**config.mk**
```make
export PLATFORM = sky130hd
export DESIGN_NAME = apb_master_bridge
export DESIGN_NICKNAME = d
export VERILOG_FILES = /design/src/rtl/apb_pkg.sv /design/src/rtl/apb_wait_timer.sv /design/src/rtl/apb_master_bridge.sv
export SDC_FILE = /design/constraint.sdc
export NUM_CORES = 1
export LEC_CHECK = 0
export BUFFER_PORTS_ARGS = -buffer_cell sky130_fd_sc_hd__buf_2
export CORE_MARGIN = 1.5
export CORE_UTILIZATION = 40
export CTS_CLUSTER_SIZE = 8
export DETAILED_ROUTE_END_ITERATION = 7
export PLACE_DENSITY = 0.72
export SYNTH_ARGS = -nofsm -noshare
export SYNTH_HDL_FRONTEND = slang
export SYNTH_SLANG_ARGS = --single-unit
```
**constraint.sdc**
```tcl
create_clock -name pclk -period 3.2 [get_ports pclk]
set_input_delay 0.48 -clock pclk [delete_from_list [all_inputs] [get_ports pclk]]
set_output_delay 0.48 -clock pclk [all_outputs]
set_load 0.02 [all_outputs]
```
**src/rtl/apb_pkg.sv**
```systemverilog
// Shared APB definitions: FSM state encoding, default timeout and counter sizing.
package apb_pkg;

    // Initiator FSM states; the encoding is shared with future APB blocks.
    typedef enum logic [1:0] {
        ST_IDLE   = 2'd0,
        ST_SETUP  = 2'd1,
        ST_ACCESS = 2'd2,
        ST_RESP   = 2'd3
    } apb_state_e;

    // Default number of ACCESS cycles allowed before a transfer is aborted.
    localparam int unsigned APB_TIMEOUT_DEF = 16;

    // Width of a counter that must reach timeout-1; never narrower than one bit.
    function automatic int unsigned apb_cnt_width(input int unsigned timeout);
        int unsigned w;
        w = 1;
        while ((1 << w) < timeout) begin
            w = w + 1;
        end
        return w;
    endfunction

endpackage

```
**src/rtl/apb_wait_timer.sv**
```systemverilog
// Clearable wait-state counter with a terminal-count flag at TIMEOUT-1.
module apb_wait_timer
    import apb_pkg::*;
#(
    parameter int unsigned TIMEOUT = APB_TIMEOUT_DEF
) (
    input  logic clk_i,
    input  logic rst_i,
    input  logic clr_i,
    input  logic inc_i,
    output logic tc_o
);

    localparam int unsigned          CNT_W  = apb_cnt_width(TIMEOUT);
    localparam logic [CNT_W-1:0]     TC_VAL = CNT_W'(TIMEOUT - 1);

    logic [CNT_W-1:0] cnt_q;
    logic [CNT_W-1:0] cnt_d;

    // Next count: clear wins, otherwise count up and stick at the terminal value.
    always_comb begin
        cnt_d = cnt_q;
        if (clr_i) begin
            cnt_d = '0;
        end else if (inc_i && (cnt_q != TC_VAL)) begin
            cnt_d = cnt_q + 1'b1;
        end
    end

    // Counter register.
    always_ff @(posedge clk_i or posedge rst_i) begin
        if (rst_i) begin
            cnt_q <= '0;
        end else begin
            cnt_q <= cnt_d;
        end
    end

    assign tc_o = (cnt_q == TC_VAL);

endmodule

```
**src/rtl/apb_master_bridge.sv**
```systemverilog
// Single-outstanding APB3 initiator: valid/ready command in, APB transfer out,
// valid/ready response back carrying read data or a timeout error.
module apb_master_bridge
    import apb_pkg::*;
#(
    parameter int unsigned ADDR_W  = 32,
    parameter int unsigned DATA_W  = 32,
    parameter int unsigned TIMEOUT = APB_TIMEOUT_DEF
) (
    input  logic              pclk,
    input  logic              preset,
    input  logic              cmd_valid,
    output logic              cmd_ready,
    input  logic              cmd_write,
    input  logic [ADDR_W-1:0] cmd_addr,
    input  logic [DATA_W-1:0] cmd_wdata,
    output logic              rsp_valid,
    input  logic              rsp_ready,
    output logic [DATA_W-1:0] rsp_rdata,
    output logic              rsp_err,
    output logic              psel,
    output logic              penable,
    output logic              pwrite,
    output logic [ADDR_W-1:0] paddr,
    output logic [DATA_W-1:0] pwdata,
    input  logic              pready,
    input  logic [DATA_W-1:0] prdata
);

    apb_state_e        state_q, state_d;
    logic              cmd_ready_q, cmd_ready_d;
    logic              psel_q, psel_d;
    logic              penable_q, penable_d;
    logic              rsp_valid_q, rsp_valid_d;
    logic              pwrite_q, pwrite_d;
    logic [ADDR_W-1:0] paddr_q, paddr_d;
    logic [DATA_W-1:0] pwdata_q, pwdata_d;
    logic              rsp_err_q, rsp_err_d;
    logic [DATA_W-1:0] rsp_rdata_q, rsp_rdata_d;

    logic timer_clr;
    logic timer_inc;
    logic timer_tc;

    apb_wait_timer #(
        .TIMEOUT (TIMEOUT)
    ) u_wait_timer (
        .clk_i (pclk),
        .rst_i (preset),
        .clr_i (timer_clr),
        .inc_i (timer_inc),
        .tc_o  (timer_tc)
    );

    // Next-state, command capture and response capture; control outputs are
    // decoded from the next state so every pin comes straight from a flop.
    always_comb begin
        state_d     = state_q;
        pwrite_d    = pwrite_q;
        paddr_d     = paddr_q;
        pwdata_d    = pwdata_q;
        rsp_err_d   = rsp_err_q;
        rsp_rdata_d = rsp_rdata_q;
        timer_clr   = 1'b0;
        timer_inc   = 1'b0;

        unique case (state_q)
            ST_IDLE: begin
                if (cmd_valid && cmd_ready_q) begin
                    pwrite_d = cmd_write;
                    paddr_d  = cmd_addr;
                    pwdata_d = cmd_wdata;
                    state_d  = ST_SETUP;
                end
            end
            ST_SETUP: begin
                // Counter starts from zero on the first ACCESS cycle.
                timer_clr = 1'b1;
                state_d   = ST_ACCESS;
            end
            ST_ACCESS: begin
                if (pready) begin
                    rsp_rdata_d = pwrite_q ? '0 : prdata;
                    rsp_err_d   = 1'b0;
                    state_d     = ST_RESP;
                end else if (timer_tc) begin
                    rsp_rdata_d = '0;
                    rsp_err_d   = 1'b1;
                    state_d     = ST_RESP;
                end else begin
                    timer_inc = 1'b1;
                end
            end
            ST_RESP: begin
                if (rsp_ready) begin
                    state_d = ST_IDLE;
                end
            end
            default: begin
                state_d = ST_IDLE;
            end
        endcase

        cmd_ready_d = (state_d == ST_IDLE);
        psel_d      = (state_d == ST_SETUP) || (state_d == ST_ACCESS);
        penable_d   = (state_d == ST_ACCESS);
        rsp_valid_d = (state_d == ST_RESP);
    end

    // State and handshake/control flops.
    always_ff @(posedge pclk or posedge preset) begin
        if (preset) begin
            state_q     <= ST_IDLE;
            cmd_ready_q <= 1'b1;
            psel_q      <= 1'b0;
            penable_q   <= 1'b0;
            rsp_valid_q <= 1'b0;
        end else begin
            state_q     <= state_d;
            cmd_ready_q <= cmd_ready_d;
            psel_q      <= psel_d;
            penable_q   <= penable_d;
            rsp_valid_q <= rsp_valid_d;
        end
    end

    // APB address/data registers; held after the transfer ends.
    always_ff @(posedge pclk or posedge preset) begin
        if (preset) begin
            pwrite_q <= 1'b0;
            paddr_q  <= '0;
            pwdata_q <= '0;
        end else begin
            pwrite_q <= pwrite_d;
            paddr_q  <= paddr_d;
            pwdata_q <= pwdata_d;
        end
    end

    // Response registers; stable throughout RESP until the consumer takes them.
    always_ff @(posedge pclk or posedge preset) begin
        if (preset) begin
            rsp_err_q   <= 1'b0;
            rsp_rdata_q <= '0;
        end else begin
            rsp_err_q   <= rsp_err_d;
            rsp_rdata_q <= rsp_rdata_d;
        end
    end

    assign cmd_ready = cmd_ready_q;
    assign psel      = psel_q;
    assign penable   = penable_q;
    assign pwrite    = pwrite_q;
    assign paddr     = paddr_q;
    assign pwdata    = pwdata_q;
    assign rsp_valid = rsp_valid_q;
    assign rsp_err   = rsp_err_q;
    assign rsp_rdata = rsp_rdata_q;

endmodule

```
# --- Word-level counts from Yosys, hierarchy flattened ---
# Cells that the tools add are included.
word_totals:
  ff_bits: 108
  inputBits: 102
  out_inout_bits: 102
  elab_cells: 45
classes:
  addsub: 1
  eq_ne: 8
  muxes: 16
  n_reduce_logical: 9
op_table:
  columns: ["op", "n"]
  rows:
  - ["32-bit 2-to-1 mux", 3]
  - ["2-bit equality test (second input constant)", 4]
  - ["2-bit 2-to-1 mux", 4]
  - ["4-bit 2-to-1 mux", 2]
  - ["2-bit case mux with 4 select lines", 1]
  - ["1-bit 2-to-1 mux", 6]
  - ["4-bit by 1-bit adder with 4-bit output (second input constant)", 1]
  - ["2-bit by 1-bit equality test with 1-bit output (second input constant)", 2]
  - ["4-bit equality test (second input constant)", 1]
  - ["2-bit zero test", 2]
  - ["4-bit inequality test (second input constant)", 1]
  - ["2-bit AND reduction", 2]
  - ["2-bit nonzero test", 2]
  - ["1-bit logical AND", 2]
  - ["1-bit logical OR", 1]

# --- Logic depth before layout (Yosys ltp) ---
# Gate-level depths: netlist of the first run.
logic_depth:
  word_depth: 7
  depth_mapped: 8
  ltp_nobuf: 5

# --- By module ---
# A second synthesis of the first run with hierarchy kept.
unflattened:
  cells_unflattened: 330
  area_unflattened_um2: 4545.6
by_module_without_submodules:
  columns: ["mod", "instances", "cells_each", "area_per_inst_um2", "seq_area_each_um2"]
  rows:
  - ["apb_master_bridge", 1, 309, 4312.9, 2603.7]
  - ["apb_wait_timer", 1, 21, 232.7, 100.1]

# --- Worst setup path after synthesis of the first run ---
# OpenSTA, ideal clock, no wires.
synth_path:
  path_type: "register -> register"
  start: "reg state_q[1]"
  end: "reg psel_q, in the netlist psel"
  setup_ns: 0.126
  arrival_ns: 1.489
  t_required_ns: 3.074
  slack_ns: 1.585
  stages_incl_launch_ff: 9
  path_buffers: 4
  synth_period_minus_slack_ns: 1.615
  cell_sequence: "dfrtp_1 > buf_4 > nor2_1 > and3_1 > buf_2 > buf_6 > buf_6 > a21oi_1 > ha_1"
synth_via:
  elab_chain_len: 5
  word_cells_on_any_way: 12
  cone_classes: "5 x eq/ne; 5 x mux; 2 x reduce/logical"
synth_rtl:
  columns: ["item", "line", "text"]
  rows:
  - ["start: declaration", "apb_master_bridge.sv:30", "apb_state_e state_q, state_d;"]
  - ["start signal: assignment", "apb_master_bridge.sv:119", "state_q <= state_d;"]
  - ["2-bit 2-to-1 mux", "apb_master_bridge.sv:86", "end else if (timer_tc) begin"]
  - ["2-bit 2-to-1 mux", "apb_master_bridge.sv:82", "if (pready) begin"]
  - ["2-bit case mux with 4 select lines *", "apb_master_bridge.sv:67", "unique case (state_q)"]
  - ["2-bit by 1-bit equality test with 1-bit output or 2-bit equality test (tied branches)", "apb_master_bridge.sv:105", "psel_d = (state_d == ST_SETUP) || (state_d == ST_ACCESS);"]
  - ["1-bit logical OR *", "apb_master_bridge.sv:105", null]
  - ["net psel_d", "apb_master_bridge.sv:32", "logic psel_q, psel_d;"]
  - ["end signal: assignment", "apb_master_bridge.sv:121", "psel_q <= psel_d;"]
  - ["end: declaration", "apb_master_bridge.sv:32", null]
# Mark *: on every way through the listed nets, which the timed path passes. The rest lies on a longest branch.
# A chain may end at the register's enable or synchronous reset.

# --- Worst setup path in the final report of the first run ---
layout_path:
  start: "reg state_q[1]"
  end: "reg pwdata_q[29], in the netlist pwdata[29]"
layout_via:
  elab_chain_len: 2
layout_rtl:
  columns: ["item", "line", "text"]
  rows:
  - ["2-bit zero test", "apb_master_bridge.sv:67", null]
  - ["2-bit AND reduction (no line)", null, null]
  - ["end signal: assignment", "apb_master_bridge.sv:136", "pwdata_q <= pwdata_d;"]
  - ["end: declaration", "apb_master_bridge.sv:37", "logic [DATA_W-1:0] pwdata_q, pwdata_d;"]
# No other way between the ends.

==> impl_metrics.json, run 1 <==
{
  "seqPwrFrac_pct": 42.1,
  "clock-skew-final_ns": 0.00874,
  "syn_avg_cell_area_um2": 15.7,
  "cp.required_ns": 3.45,
  "syn_inst": 260,
  "diodes": 0,
  "grt_pass1_wl_um": 14500,
  "worst_slew_pin_slew_ns": 0.608,
  "syn-num-nets": 366,
  "routedWlPerCell_um": 14.9,
  "post-cts-setup-buffer-count": 0,
  "coreArea_mm2": 0.00982,
  "wl_um": 8960,
  "hold_viol": 0,
  "grt_start_max_net_pins": 109,
  "top_layer_used": "met4",
  "grt_pass1_vias": 2939,
  "wl_met1_um": 3640,
  "slew_headroom_pct": 59.5,
  "internal-power_w": 0.00339,
  "ys_seq_area_share_pct": 66.2,
  "ys_types": 31,
  "globalRouteOverflowTotal": 0,
  "finalCritPeriodShare_pct": 64.6,
  "multi_input_area_mm2": 0.00127,
  "maxSlewViolCount": 0,
  "yosysWarnings": 0,
  "first_pass_iters": 4,
  "insertion_delay_ns": 0.36,
  "synth_compound_area_share_pct": 9.62,
  "cts.sink_count": 108,
  "finalCriticalPeriod_ns": 2.07,
  "post_dp_cell_area_mm2": 0.00523,
  "placedCellCount": 585,
  "die_area_mm2": 0.0108,
  "antenna_found_initial": 0,
  "wl_met2_um": 4460,
  "ys_ff_latch": 108,
  "critPathMaxFanout": 44,
  "vias_per_cell": 4.86,
  "ctsHoldBuffers": 0,
  "power_frac_comb_pct": 43.7,
  "muxShareOfSynthArea_pct": 17.9,
  "synthAdderAreaFrac_pct": 1.23,
  "drt-initial-drc-count": 97,
  "power.density_mw_per_mm2": 1030,
  "max_freq_ghz": 0.484,
  "die_w_um": 104,
  "yosys.area_share.xor_xnor_pct": 0,
  "synthSimpleGateAreaFrac_pct": 2.24,
  "cts_buffers": 9,
  "power_switching_w": 0.00220,
  "endpoint_kind": "flip-flop",
  "fin_nets": 569,
  "synth_area_leader_cell": "dfrtp_1",
  "synth_top_family_by_area": "multiplexers",
  "die_h_um": 104,
  "vias": 2914,
  "cts_resized": 0,
  "synthTopCellsByArea": "dfrtp_1, mux2_2, mux2_1",
  "hold_path.class": "in2async",
  "drc_errors": 0,
  "ant_nets": 0,
  "dp_hpwl_um": 6560,
  "port_buffers": 203,
  "htreeDepth": 3,
  "syn_area_mm2": 0.00408,
  "cts.clk_slew.worst_paths_ns": 0.09,
  "final_common_cell": "buf_2",
  "worstPathArrival_ns": 2.31,
  "drv_cap": 0,
  "synth_top_area_share_pct": 65.6,
  "initial_core_util_pct": 41.6,
  "regArea_mm2": 0.00270,
  "clockBufferDepth": 2,
  "n_fill_cell": 884,
  "drive_gt1_share_pct": 55.9,
  "final_cell_mix": "buf_2, dfrtp_1, mux2_2",
  "grt_usage_pct": 16.9,
  "setup-tns-final_ns": 0,
  "criticalPathCategory": "reg2reg",
  "instances_no_fill": 600,
  "critPathLaunchType": "flip-flop",
  "pwr-share-clk_pct": 14.1,
  "vdd_drop_max_v": 0.000563,
  "root_buffer": "clkbuf_8",
  "swShare_pct": 39.4,
  "grt_setup_unrepaired": "false",
  "num_rows": 36,
  "outcome": "complete, no violations",
  "area_growth_pct": 32.7,
  "power_leakage_nw": 2.86,
  "setup_violations": 0,
  "stdcell_area_mm2": 0.00542,
  "globalplace.congestion": 0.768,
  "io_pins": 204,
  "wl_met3_um": 715,
  "cts_tree": "built"
}
-- Yosys cell counts, drive strengths merged --
| cell type | instances |
|---|---|
| a22o | 32 |
| ha | 4 |
| a32o | 1 |
| nor2b | 2 |
| o2bb2ai | 1 |
| a31oi | 3 |
| inv | 4 |
| dfstp | 1 |
| a21o | 2 |
| nand4 | 1 |
| clkbuf | 2 |
| a21oi | 6 |
| and4b | 1 |
| and2b | 1 |
| nand3 | 2 |
| mux2 | 65 |
| nand2 | 2 |
| a31o | 1 |
| dfrtp | 107 |
| nor2 | 3 |
| nor3b | 2 |
| a21boi | 1 |
| a311oi | 1 |
| buf | 13 |
| o21ai | 1 |
| and3 | 1 |
-- final timing paths --
path,slack [ns],end,startpoint,cells after the start
worst min register to register,0.48,pwdata[10]$_DFFE_PP0P_,pwdata[10]$_DFFE_PP0P_,1
worst min-delay path,0.29,pwdata[17]$_DFFE_PP0P_,preset,3
max in group asynchronous,2.51,cmd_ready$_DFF_PP1_,preset,3
min in group pclk,0.33,pwdata[25]$_DFFE_PP0P_,cmd_wdata[25],2
worst max-delay path,1.13,pwdata[29]$_DFFE_PP0P_,state_q[1]$_DFF_PP0_,4
worst max register to register,1.13,pwdata[29]$_DFFE_PP0P_,state_q[1]$_DFF_PP0_,4
-- worst max-delay path, cell delays in order, from the launching register on --
cell and delay [ns]:
dfrtp_1 0.46, nor2_1 0.18, and3_2 0.61, buf_12 0.33, mux2_2 0.37
-- power groups by stage --
| stage | logic (W) | registers [W] | clock network [W] |
|---|---|---|---|
| 2_1_floorplan | 0.000783 | 0.00314 | 0 |
| 3_5_place_dp | 0.00247 | 0.00238 | 0 |
| 6_report | 0.00244 | 0.00235 | 0.000790 |
| 5_1_grt | 0.00260 | 0.00244 | 0.000888 |
| 3_3_place_gp | 0.00242 | 0.00235 | 0 |
| 4_1_cts | 0.00248 | 0.00236 | 0.000832 |
-- state kept, by name, indices dropped and copies added, names as in the netlist --
name and flops:
pwdata 32, paddr 32, rsp_valid 1, psel 1
state_q 2, rsp_err 1, u_wait_timer.cnt_q 4, cmd_ready 1
penable 1, pwrite 1, rsp_rdata 32
-- metal layers --
metal | global-route usage [%] | up-vias
li1 | - | 1350
met1 | 19.7 | 1427
met2 | 28.4 | 125
met3 | 6.39 | 12
met4 | 5.95 | 0
met5 | 0 | -
-- cell families after synthesis --
| logic type | Yosys count |
|---|---|
| compound gates | 49 |
| fa+ha+maj | 4 |
| flops | 108 |
| buf+inv | 19 |
| mux | 65 |
| simple gates | 15 |
-- cell type report --
cell class	instances	area share [%]
Clock buffer	13	2.75
Tap cell	133	3.07
Sequential cell	108	49.9
Clock inverter	2	0.647
Timing Repair Buffer	207	19.8
Inverter	4	0.346
Multi-Input combinational cell	133	23.5
-- per-stage QoR --
step	total power (W)	setup WS, ns	util, %	hold WS [ns]
3_5_place_dp	0.00485	1.09	53.3	0.470
6_report	0.00559	1.13	55.2	0.286
5_1_grt	0.00594	0.979	55.2	0.275
4_1_cts	0.00567	1.09	55.2	0.285
3_3_place_gp	0.00477	1.18	53.3	0.462
2_1_floorplan	0.00393	1.42	-	0.488
Power figures use the tool's default switching activity.
==> inputs of run 2 (changes only) <==
Settings changed: PLACE_DENSITY 0.72 to 0.69.
Clock period 3.2 ns to 2.1 ns, I/O delays scaled along.
==> impl_metrics.json, run 2 (synthesized netlist as in run 1, its figures left out) <==
{
  "routedWlPerCell_um": 15.4,
  "outcome": "complete, no violations",
  "grt_pass1_wl_um": 15000,
  "clock-skew-final_ns": 0.00555,
  "vias": 2942,
  "critPathMaxFanout": 6,
  "worst_slew_pin_slew_ns": 0.627,
  "cts_resized": 0,
  "slew_headroom_pct": 58.1,
  "whs_ns": 0.0123,
  "insertion_delay_ns": 0.37,
  "maxSlewViolCount": 0,
  "cp.required_ns": 2.36,
  "post-cts-setup-buffer-count": 0,
  "ctsHoldBuffers": 0,
  "cts_buffers": 9,
  "final_common_cell": "buf_2",
  "area_growth_pct": 34.0,
  "die_area_mm2": 0.0108,
  "globalRouteOverflowTotal": 0,
  "placedCellCount": 588,
  "power_w": 0.00861,
  "wl_met2_um": 4760,
  "power_leakage_nw": 2.89,
  "diodes": 0,
  "vias_per_cell": 4.90,
  "power.density_mw_per_mm2": 1570,
  "top_layer_used": "met4",
  "antenna_found_initial": 0,
  "htreeDepth": 3,
  "coreArea_mm2": 0.00982,
  "root_buffer": "clkbuf_8",
  "stdcell_area_mm2": 0.00547,
  "grt_start_max_net_pins": 39,
  "criticalPathCategory": "reg2reg",
  "post_dp_cell_area_mm2": 0.00528,
  "num_rows": 36,
  "hold_path.class": "in2async",
  "cts_tree": "built",
  "setup_violations": 0,
  "instances_no_fill": 601,
  "vdd_drop_max_v": 0.000806,
  "finalCritPeriodShare_pct": 89.6,
  "drive_gt1_share_pct": 56.4,
  "fin_nets": 572,
  "finalCriticalPeriod_ns": 1.88,
  "port_buffers": 203,
  "worstPathArrival_ns": 2.14,
  "cpMostUsedCell": "ha_1",
  "drv_cap": 0,
  "path_cells": "ha_1 -> a31oi_1 -> a21boi_0 -> a21oi_1 -> ha_1",
  "wl_um": 9270,
  "max_stage_delay_ns": 0.44,
  "grt_setup_unrepaired": "false",
  "final_cell_mix": "buf_2, dfrtp_1, mux2_2",
  "drc_errors": 0,
  "cts.sink_count": 108,
  "globalplace.congestion": 0.782,
  "wl_met3_um": 587,
  "setup-tns-final_ns": 0,
  "die_h_um": 104,
  "hold_viol": 0,
  "io_pins": 204,
  "initial_core_util_pct": 41.6,
  "ant_nets": 0,
  "endpoint_kind": "flip-flop",
  "grt_pass1_vias": 3018,
  "grt_usage_pct": 17.8,
  "dp_hpwl_um": 6890,
  "first_pass_iters": 4,
  "cts.clk_slew.worst_paths_ns": 0.09,
  "drt-initial-drc-count": 109,
  "clockBufferDepth": 2,
  "max_freq_ghz": 0.531,
  "die_w_um": 104,
  "crit_slowest_cell": "a21boi_0",
  "critPathLaunchType": "flip-flop",
  "wl_met1_um": 3590
}
## run 2: worst paths after layout
check | startpoint | endpoint | slack (ns) | depth (start not counted)
min in group pclk | cmd_wdata[26] | pwdata[26]$_DFFE_PP0P_ | 0.16 | 2
max reg2reg | u_wait_timer.cnt_q[0]$_DFFE_PP0P_ | psel$_DFF_PP0_ | 0.22 | 5
max in group asynchronous | preset | cmd_ready$_DFF_PP1_ | 1.43 | 3
min | preset | paddr[30]$_DFFE_PP0P_ | 0.01 | 2
max | u_wait_timer.cnt_q[0]$_DFFE_PP0P_ | psel$_DFF_PP0_ | 0.22 | 5
min reg2reg | pwdata[1]$_DFFE_PP0P_ | pwdata[1]$_DFFE_PP0P_ | 0.48 | 1
## run 2: cell type report
class	instances	area, um2
Fill cell	861	4350
Sequential cell	108	2700
Tap cell	133	166
Timing Repair Buffer	210	1120
Clock inverter	3	65.1
Inverter	4	18.8
Clock buffer	10	128
Multi-Input combinational cell	133	1270
## run 2: where the power goes
group / total (W) / switching (W) / leakage, nW / internal, W
clock network: 0.00128 / 0.000631 / 0.0981 / 0.000651
registers: 0.00358 / 0.000500 / 1.35 / 0.00308
logic: 0.00375 / 0.00223 / 1.44 / 0.00152
total: 0.00861 / 0.00336 / 2.89 / 0.00524
## run 2: critical path, delay by kind of cell (launching register included)
family / cells / cell delay (ns)
adders and majority gates: 2 / 0.60
DFF: 1 / 0.42
AOI/OAI and AO/OA: 3 / 0.76
## run 2: routing by layer
layer  global-route usage (%)  vias to the layer above
li1                         -                     1354
met1                     20.0                     1444
met2                     29.9                      118
met3                     6.02                       26
met4                     9.03                        0
met5                        0                        -
## run 2: per-stage QoR
stage          utilization (%)  setup slack [ns]
2_1_floorplan                -             0.484
3_3_place_gp              53.8             0.360
3_5_place_dp              53.8             0.239
4_1_cts                   55.7             0.220
5_1_grt                   55.7             0.101
6_report                  55.7             0.218
